File: config.mk
export PLATFORM = sky130hd
export DESIGN_NAME = div8_seq
export DESIGN_NICKNAME = d
export VERILOG_FILES = /design/src/rtl/div8_seq_pkg.sv /design/src/rtl/div8_seq_selectadd.sv /design/src/rtl/div8_seq.sv
export SDC_FILE = /design/constraint.sdc
export NUM_CORES = 1
export LEC_CHECK = 0
export BUFFER_PORTS_ARGS = -buffer_cell sky130_fd_sc_hd__buf_2
export CAP_MARGIN = 0
export CORE_MARGIN = 2
export CORE_UTILIZATION = 30
export DETAILED_ROUTE_END_ITERATION = 10
export SLEW_MARGIN = 20
export SYNTH_ARGS = -nofsm -noshare
export SYNTH_HDL_FRONTEND = slang
export SYNTH_SLANG_ARGS = --single-unit
export TNS_END_PERCENT = 30
File: constraint.sdc
create_clock -name clk -period 2.8 [get_ports clk]
set_clock_uncertainty 0.15 [all_clocks]
set_input_delay 0.28 -clock clk [delete_from_list [all_inputs] [get_ports clk]]
set_output_delay 0.28 -clock clk [all_outputs]
set_load 0.02 [all_outputs]
File: src/rtl/div8_seq_pkg.sv
// div8_seq shared definitions: state encodings, width and iteration count.
// Imported by div8_seq; optional DIV8_DIVZERO_EN lives in the top.
package div8_seq_pkg;

    localparam int DIV8_W    = 8;
    localparam int DIV8_ITER = 8;

    localparam logic [2:0] DIV8_LAST = 3'(DIV8_ITER - 1);

    typedef enum logic [1:0] {
        IDLE = 2'd0,
        RUN  = 2'd1,
        DONE = 2'd2
    } div8_state_t;

endpackage

File: src/rtl/div8_seq_selectadd.sv
// selectAdd8: 8-bit carry-select adder, low nibble ripple,
// high nibble precomputed for both carries and muxed on c4.
module selectAdd8 (
    input  logic [7:0] a,
    input  logic [7:0] b,
    input  logic       cin,
    output logic [7:0] sum,
    output logic       cout
);

    logic [4:0] lo;
    logic [4:0] hi0;
    logic [4:0] hi1;

    assign lo  = {1'b0, a[3:0]} + {1'b0, b[3:0]} + {4'b0, cin};
    assign hi0 = {1'b0, a[7:4]} + {1'b0, b[7:4]};
    assign hi1 = {1'b0, a[7:4]} + {1'b0, b[7:4]} + 5'd1;

    assign sum  = {(lo[4] ? hi1[3:0] : hi0[3:0]), lo[3:0]};
    assign cout = lo[4] ? hi1[4] : hi0[4];

endmodule

File: src/rtl/div8_seq.sv
// div8_seq: 8-bit unsigned restoring divider, one quotient bit/clock.
// Optional DIV8_DIVZERO_EN: div_by_zero port and 1-cycle zero-divisor path.
module div8_seq
    import div8_seq_pkg::*;
(
    input  logic              clk,
    input  logic              reset_n,
    input  logic              start,
    input  logic [DIV8_W-1:0] dividend,
    input  logic [DIV8_W-1:0] divisor,
    output logic              busy,
    output logic              done,
    output logic [DIV8_W-1:0] quotient,
    output logic [DIV8_W-1:0] remainder
`ifdef DIV8_DIVZERO_EN
    ,
    output logic              div_by_zero
`endif
);

    div8_state_t state_q;
    div8_state_t state_d;

    logic [DIV8_W-1:0] d_q;
    logic [DIV8_W-1:0] v_q;
    logic [DIV8_W:0]   r_q;
    logic [2:0]        cnt_q;

    logic              accept;
    logic              dz_req;
    logic [DIV8_W:0]   r_sh;
    logic [DIV8_W-1:0] diff;
    logic              cout;
    logic              ge;
    logic [DIV8_W-1:0] d_nxt;
    logic [DIV8_W-1:0] r_nxt;

    assign accept = start && (state_q != RUN);

`ifdef DIV8_DIVZERO_EN
    assign dz_req = (divisor == '0);
`else
    assign dz_req = 1'b0;
`endif

    assign r_sh  = {r_q[DIV8_W-1:0], d_q[DIV8_W-1]};
    assign ge    = r_sh[DIV8_W] | cout;
    assign d_nxt = {d_q[DIV8_W-2:0], ge};
    assign r_nxt = ge ? diff : r_sh[DIV8_W-1:0];

    selectAdd8 u_sub (
        .a    (r_sh[DIV8_W-1:0]),
        .b    (~v_q),
        .cin  (1'b1),
        .sum  (diff),
        .cout (cout)
    );

    // state register
    always_ff @(posedge clk) begin
        if (!reset_n) state_q <= IDLE;
        else          state_q <= state_d;
    end

    // next-state: start accepted in IDLE/DONE, RUN ends on the last iteration
    always_comb begin
        state_d = state_q;
        unique case (state_q)
            IDLE: if (start) state_d = dz_req ? DONE : RUN;
            RUN:  if (cnt_q == DIV8_LAST) state_d = DONE;
            DONE: begin
                if (start) state_d = dz_req ? DONE : RUN;
                else       state_d = IDLE;
            end
            default: state_d = IDLE;
        endcase
    end

    // operand capture, shift/subtract iteration and result registers
    always_ff @(posedge clk) begin
        if (!reset_n) begin
            d_q       <= '0;
            v_q       <= '0;
            r_q       <= '0;
            cnt_q     <= '0;
            quotient  <= '0;
            remainder <= '0;
`ifdef DIV8_DIVZERO_EN
            div_by_zero <= 1'b0;
`endif
        end else if (accept) begin
            d_q   <= dividend;
            v_q   <= divisor;
            r_q   <= '0;
            cnt_q <= '0;
`ifdef DIV8_DIVZERO_EN
            div_by_zero <= dz_req;
            if (dz_req) begin
                quotient  <= '1;
                remainder <= dividend;
            end
`endif
        end else if (state_q == RUN) begin
            d_q   <= d_nxt;
            r_q   <= {1'b0, r_nxt};
            cnt_q <= cnt_q + 3'd1;
            if (cnt_q == DIV8_LAST) begin
                quotient  <= d_nxt;
                remainder <= r_nxt;
            end
        end
    end

    assign busy = (state_q == RUN);
    assign done = (state_q == DONE);

endmodule
# --- Word level (Yosys, flattened, before mapping) ---
# Index checks and enable logic that the tools add are counted.
op_classes:
  add_sub_neg: 5
  eq_ne: 6
  n_mux: 9
  bitwise_logic: 4
  reduce_logical: 6
ops:
  columns: ["op", "count"]
  rows:
  - ["two-way mux 8 bit", 3]
  - ["adder 4 x 4 -> 5 bit", 2]
  - ["adder 5 x 1 -> 5 bit, second input constant", 2]
  - ["NOT 8 bit", 1]
  - ["case mux 2 bit (3 select lines)", 1]
  - ["two-way mux 2 bit", 2]
  - ["two-way mux 4 bit", 1]
  - ["inequality test 2 x 1 -> 1 bit, second input constant", 2]
  - ["adder 3 x 1 -> 3 bit, second input constant", 1]
  - ["equality test 3 bit, second input constant", 1]
  - ["AND reduction 3 bit", 1]
  - ["equality test 2 x 1 -> 1 bit, second input constant", 1]
  - ["equality test 2 bit, second input constant", 1]
  - ["zero test 2 bit", 1]
  - ["two-way mux 1 bit", 2]
  - ["inequality test 2 bit, second input constant", 1]
  - ["NOT 1 bit", 2]
  - ["AND reduction 2 bit", 1]
  - ["nonzero test 2 bit", 1]
  - ["OR reduction 2 bit", 1]
  - ["logical AND 1 bit", 1]
  - ["bitwise OR 1 bit", 1]
totals:
  ff_bits: 45
  input_bits: 19

# --- Depth between registers and ports, before layout ---
logic_depth:
  word_depth: 7
  mapped_depth: 13
  mapped_depth_nobuf: 12

# --- Hierarchy ---
# From an unflattened synthesis, not the netlist that was laid out.
unflattened:
  hier_cells: 253
  hier_area_um2: 2306.0
modules_own_cells:
  columns: ["module", "instances", "cells_each", "area_each_um2", "seq_area_each_um2"]
  rows:
  - ["div8_seq", 1, 206, 1921.8, 900.9]
  - ["selectAdd8", 1, 47, 384.1, 0.0]

# --- Least setup slack after synthesis ---
# No wires, ideal clock.
synth_timing:
  path_type: "flip-flop to flip-flop"
  from: "register v_q[4]"
  to: "register r_q[5]"
  arrival_time_ps: 2461
  path_slack_ps: 119
  stages_incl_launch_ff: 14
  n_path_buf: 1
  period_less_slack_ps: 2681
  cell_sequence: "dfxtp_1 > inv_1 > ha_1 > inv_1 > fa_1 > inv_1 > ha_1 > o21a_1 > o311ai_2 > nor3_4 > mux2i_4 > buf_6 > o221ai_1 > a21oi_1"
synth_via:
  elab_chain_cells: 6
synth_rtl:
  columns: ["item", "line_no", "rtl"]
  rows:
  - ["start: declaration", "div8_seq.sv:25", "logic [DIV8_W-1:0] v_q;"]
  - ["start signal: assignment", "div8_seq.sv:93", "v_q <= divisor;"]
  - ["NOT 8 bit *", "div8_seq.sv:53", ".b (~v_q),"]
  - ["adder 4 x 4 -> 5 bit *", "div8_seq_selectadd.sv:16, div8_seq_selectadd.sv:17", null]
  - ["adder 5 x 1 -> 5 bit", "div8_seq_selectadd.sv:17", "assign hi1 = {1'b0, a[7:4]} + {1'b0, b[7:4]} + 5'd1;"]
  - ["two-way mux 1 bit", "div8_seq_selectadd.sv:20", "assign cout = lo[4] ? hi1[4] : hi0[4];"]
  - ["bitwise OR 1 bit", "div8_seq.sv:47", "assign ge = r_sh[DIV8_W] | cout;"]
  - ["two-way mux 8 bit *", "div8_seq.sv:49", "assign r_nxt = ge ? diff : r_sh[DIV8_W-1:0];"]
  - ["end signal: assignment", "div8_seq.sv:105", "r_q <= {1'b0, r_nxt};"]
  - ["end: declaration", "div8_seq.sv:26", "logic [DIV8_W:0] r_q;"]
# Every way passes the cells marked *; elsewhere a longest branch is shown, timed or not.
# A chain may end at the register's enable or synchronous reset.

# --- Final worst setup path ---
layout_timing:
  from: "register v_q[4]"
  to: "register r_q[1]"
layout_via:
  elab_chain_cells: 6
layout_rtl:
  columns: ["item", "line_no"]
  rows:
  - ["NOT 8 bit *", "div8_seq.sv:53"]
  - ["adder 4 x 4 -> 5 bit *", "div8_seq_selectadd.sv:16, div8_seq_selectadd.sv:17"]
  - ["adder 5 x 1 -> 5 bit", "div8_seq_selectadd.sv:17"]
  - ["two-way mux 1 bit *", "div8_seq_selectadd.sv:20"]
  - ["bitwise OR 1 bit *", "div8_seq.sv:47"]
  - ["two-way mux 8 bit *", "div8_seq.sv:49"]
# Marked as above.

==> out/summary.txt <==
Number of CTS-inserted buffers: 5
Final period utilization: 0.989
Die Ht: 90.8 um
Critical-path cell list: inv_2, ha_4, inv_2, fa_1, inv_2, ha_4, o21a_1, o311ai_4, nor3_4, mux2i_4, buf_12, buf_8, o221ai_1, a21oi_1
CTS clock-pin slew for the worst setup and hold paths: 0.09 ns
Layout area overhead: 28.9%
Delay-heaviest family, CP: adder cells
RSZ-0062 raised after global routing: yes
Post-synthesis mux area share: 0.0548
Routed len/inst: 13.8 um
Fin. Hold Viols: 0
Filler cells: 813
Top-Level Pins: 37
Share of layout cells above drive strength 1: 0.307
Sequential-to-total area share from yosys stat: 0.398
Asr flop ratio synth: 0
Post-placement cell count: 399
Buffers and inverters on the worst path: 5
Number of buffers added on ports: 36
Syn Inst Count: 266
Compound-cell area share of the yosys netlist: 0.201
PD cells: 628 nW/um^2
CP max stage delay: 0.45 ns
Setup TNS: 0 ns
Largest fanout on the critical path: 6
DIE AREA: 8250 um^2
Sequential cell area: 903 um^2
Routed wire length: 5.79 mm
Worst-skew pair later-pin latency: 0.31 ns
Footprint of the multi-input gates: 1330 um^2
Post-synth EDFFs: 0
Relative slew slack: 0.529
Achievable Freq: 361 MHz
Non-filler cells, final: 418
Post-route ant nets: 0
Slew at the pin closest to its max-slew limit: 0.706 ns
DR vias: 1,993
#FFs+latches synth: 45
Mapped Area: 2260 um^2
Avg Cell Area, Syn: 8.50 um^2
Initial antenna violation count: 0
First drt pass iteration count: 4
Min-delay worst type: in2reg
Vias/cell: 4.77
Core ar.: 7290 um^2
Largest family of logic cells by synthesized area: compound AO/OA/AOI/OAI gates
Critical Path AT: 2.85 ns
Status: finished clean
Initial detailed-routing violation count: 101
Hold WS: 0.0705 ns
Vias in the first global route: 1,993
Critical path data required time: 2.88 ns
DP Wirelength: 4.01 mm
Ranking of synthesized cells by area: dfxtp_1, a21oi_1, nand2_1
CTS Sinks: 45
Final min period: 2.77 ns
Predominant post-synthesis flop cell: dfxtp_1
DRC viols: 0
Slowest cell on crit path: fa_1
Ant. Diodes: 0
Final layout net count: 350
Crit path capture type: register
Worst path most repeated cell: inv_2
First-pass GRT wire length: 9.69 mm
Placer Congestion: 0.893
Post-synth top area share: 0.398
Count of cell types in the netlist: 40
Final Cell Area: 2920 um^2
Adder-cell area share of the yosys netlist: 0.0785
Pre-CTS setup slack: -0.0331 ns
Commonest non-fill, non-tap cell in the layout: dfxtp_1
Peak VDD IR: 0.221 mV
Root Driver: clkbuf_8
Warnings, synthesis: 0
# rows: 31
Chip Width: 90.8 um
Syn_nets: 298
Area leader, netlist: dfxtp_1
Max Slew Vio Count: 0
Total grt overflow: 0
TritonCTS clock tree: built
Largest net degree at the start of global routing: 33
CP startpoint kind: register
# hold bufs at CTS: 0
Max Cap Violations: 0
Post-synthesis xor/xnor area fraction: 0.0382
Area of placed instances: 2610 um^2
Initial Util: 0.310
Gr usage total: 0.146
Worst Slack Setup Final: 0.0301 ns
Final setup vio count: 0
Synth Area in Simple Gates: 0.168
Leakage: 0.00118 uW
Commonest non-fill, non-tap cells in the layout: dfxtp_1, nand2_1, buf_2
Kind of critical path: reg2reg
Clock H-tree levels: 2
Max Root-Sink Buffers: 2
## layout make-up
class / instances / share of cell area
Multi-Input combinational cell: 186 / 0.457
Sequential cell: 45 / 0.310
Timing Repair Buffer: 60 / 0.135
Tap cell: 99 / 0.0425
Clock buffer: 6 / 0.0249
Inverter: 20 / 0.0257
Clock inverter: 2 / 0.00515
## synth_stat cells, types with 2 or more instances
master and instances:
a211oi_2 2, o211ai_1 2, a211oi_1 10, inv_1 19
xnor2_1 5, clkbuf_1 13, nand3_1 11, o21ai_0 5
xor2_1 3, o21a_1 2, mux2i_1 9, ha_1 11
nor2_1 17, or2_2 4, dfxtp_1 45, fa_1 2
a21oi_1 33, o221ai_1 8, nand2_1 41, nor2b_1 4
## layer usage
metal	wire length, um	vias to the layer above	global-route usage
li1	-	1018	-
met1	2630	935	0.181
met2	2860	30	0.248
met3	192	10	0.0317
met4	109	0	0.0530
met5	0	-	0
## tightest hold or removal path, delay by kind of cell
family / cells / cell delay [ns]
AND/OR/NAND/NOR: 1 / 0.05
AO/OA/AOI/OAI: 1 / 0.05
buffers and inverters: 1 / 0.10
## path summary, 6_finish.rpt
| kind | slack (ns) | cells past startpoint | end | startpoint |
|---|---|---|---|---|
| worst min register to register | 0.30 | 2 | quotient[3] | quotient[3] |
| worst min-delay path | 0.07 | 3 | v_q[2] | divisor[2] |
| worst max-delay path | 0.03 | 14 | r_q[1] | v_q[4] |
| worst max register to register | 0.03 | 14 | r_q[1] | v_q[4] |
## metrics by stage
stage	total power, uW	utilization
after global routing	1940	0.400
after CTS	1790	0.392
final	1830	0.400
after floorplan	1070	-
after detailed placement	1230	0.358
after global placement	1210	0.358
## sequential cells by signal (all words and copies together), names as in the netlist
register and flops:
r_q 8, d_q 8, v_q 8, quotient 8, cnt_q 3, remainder 8
state_q 2
## power breakdown
group | switching [uW] | total (uW) | internal (uW)
registers | 26.6 | 697 | 671
logic | 358 | 723 | 366
clock network | 235 | 411 | 176
total | 620 | 1830 | 1210
## kinds of logic (layout without fill, tap and decap cells)
logic type,after synthesis,in the layout
fa+ha+maj,13,13
flops,45,45
simple gates,84,84
mux,11,11
compound gates,69,69
xor+xnor,9,9
buf+inv,35,88
## what timing repair did
item,4_1_cts,5_1_grt
buffers inserted,9,2
gates resized for setup,19,7
endpoints found under the setup margin,6,16
pin swaps,10,14
cloned,0,0
(Power assumes the default switching activity.)
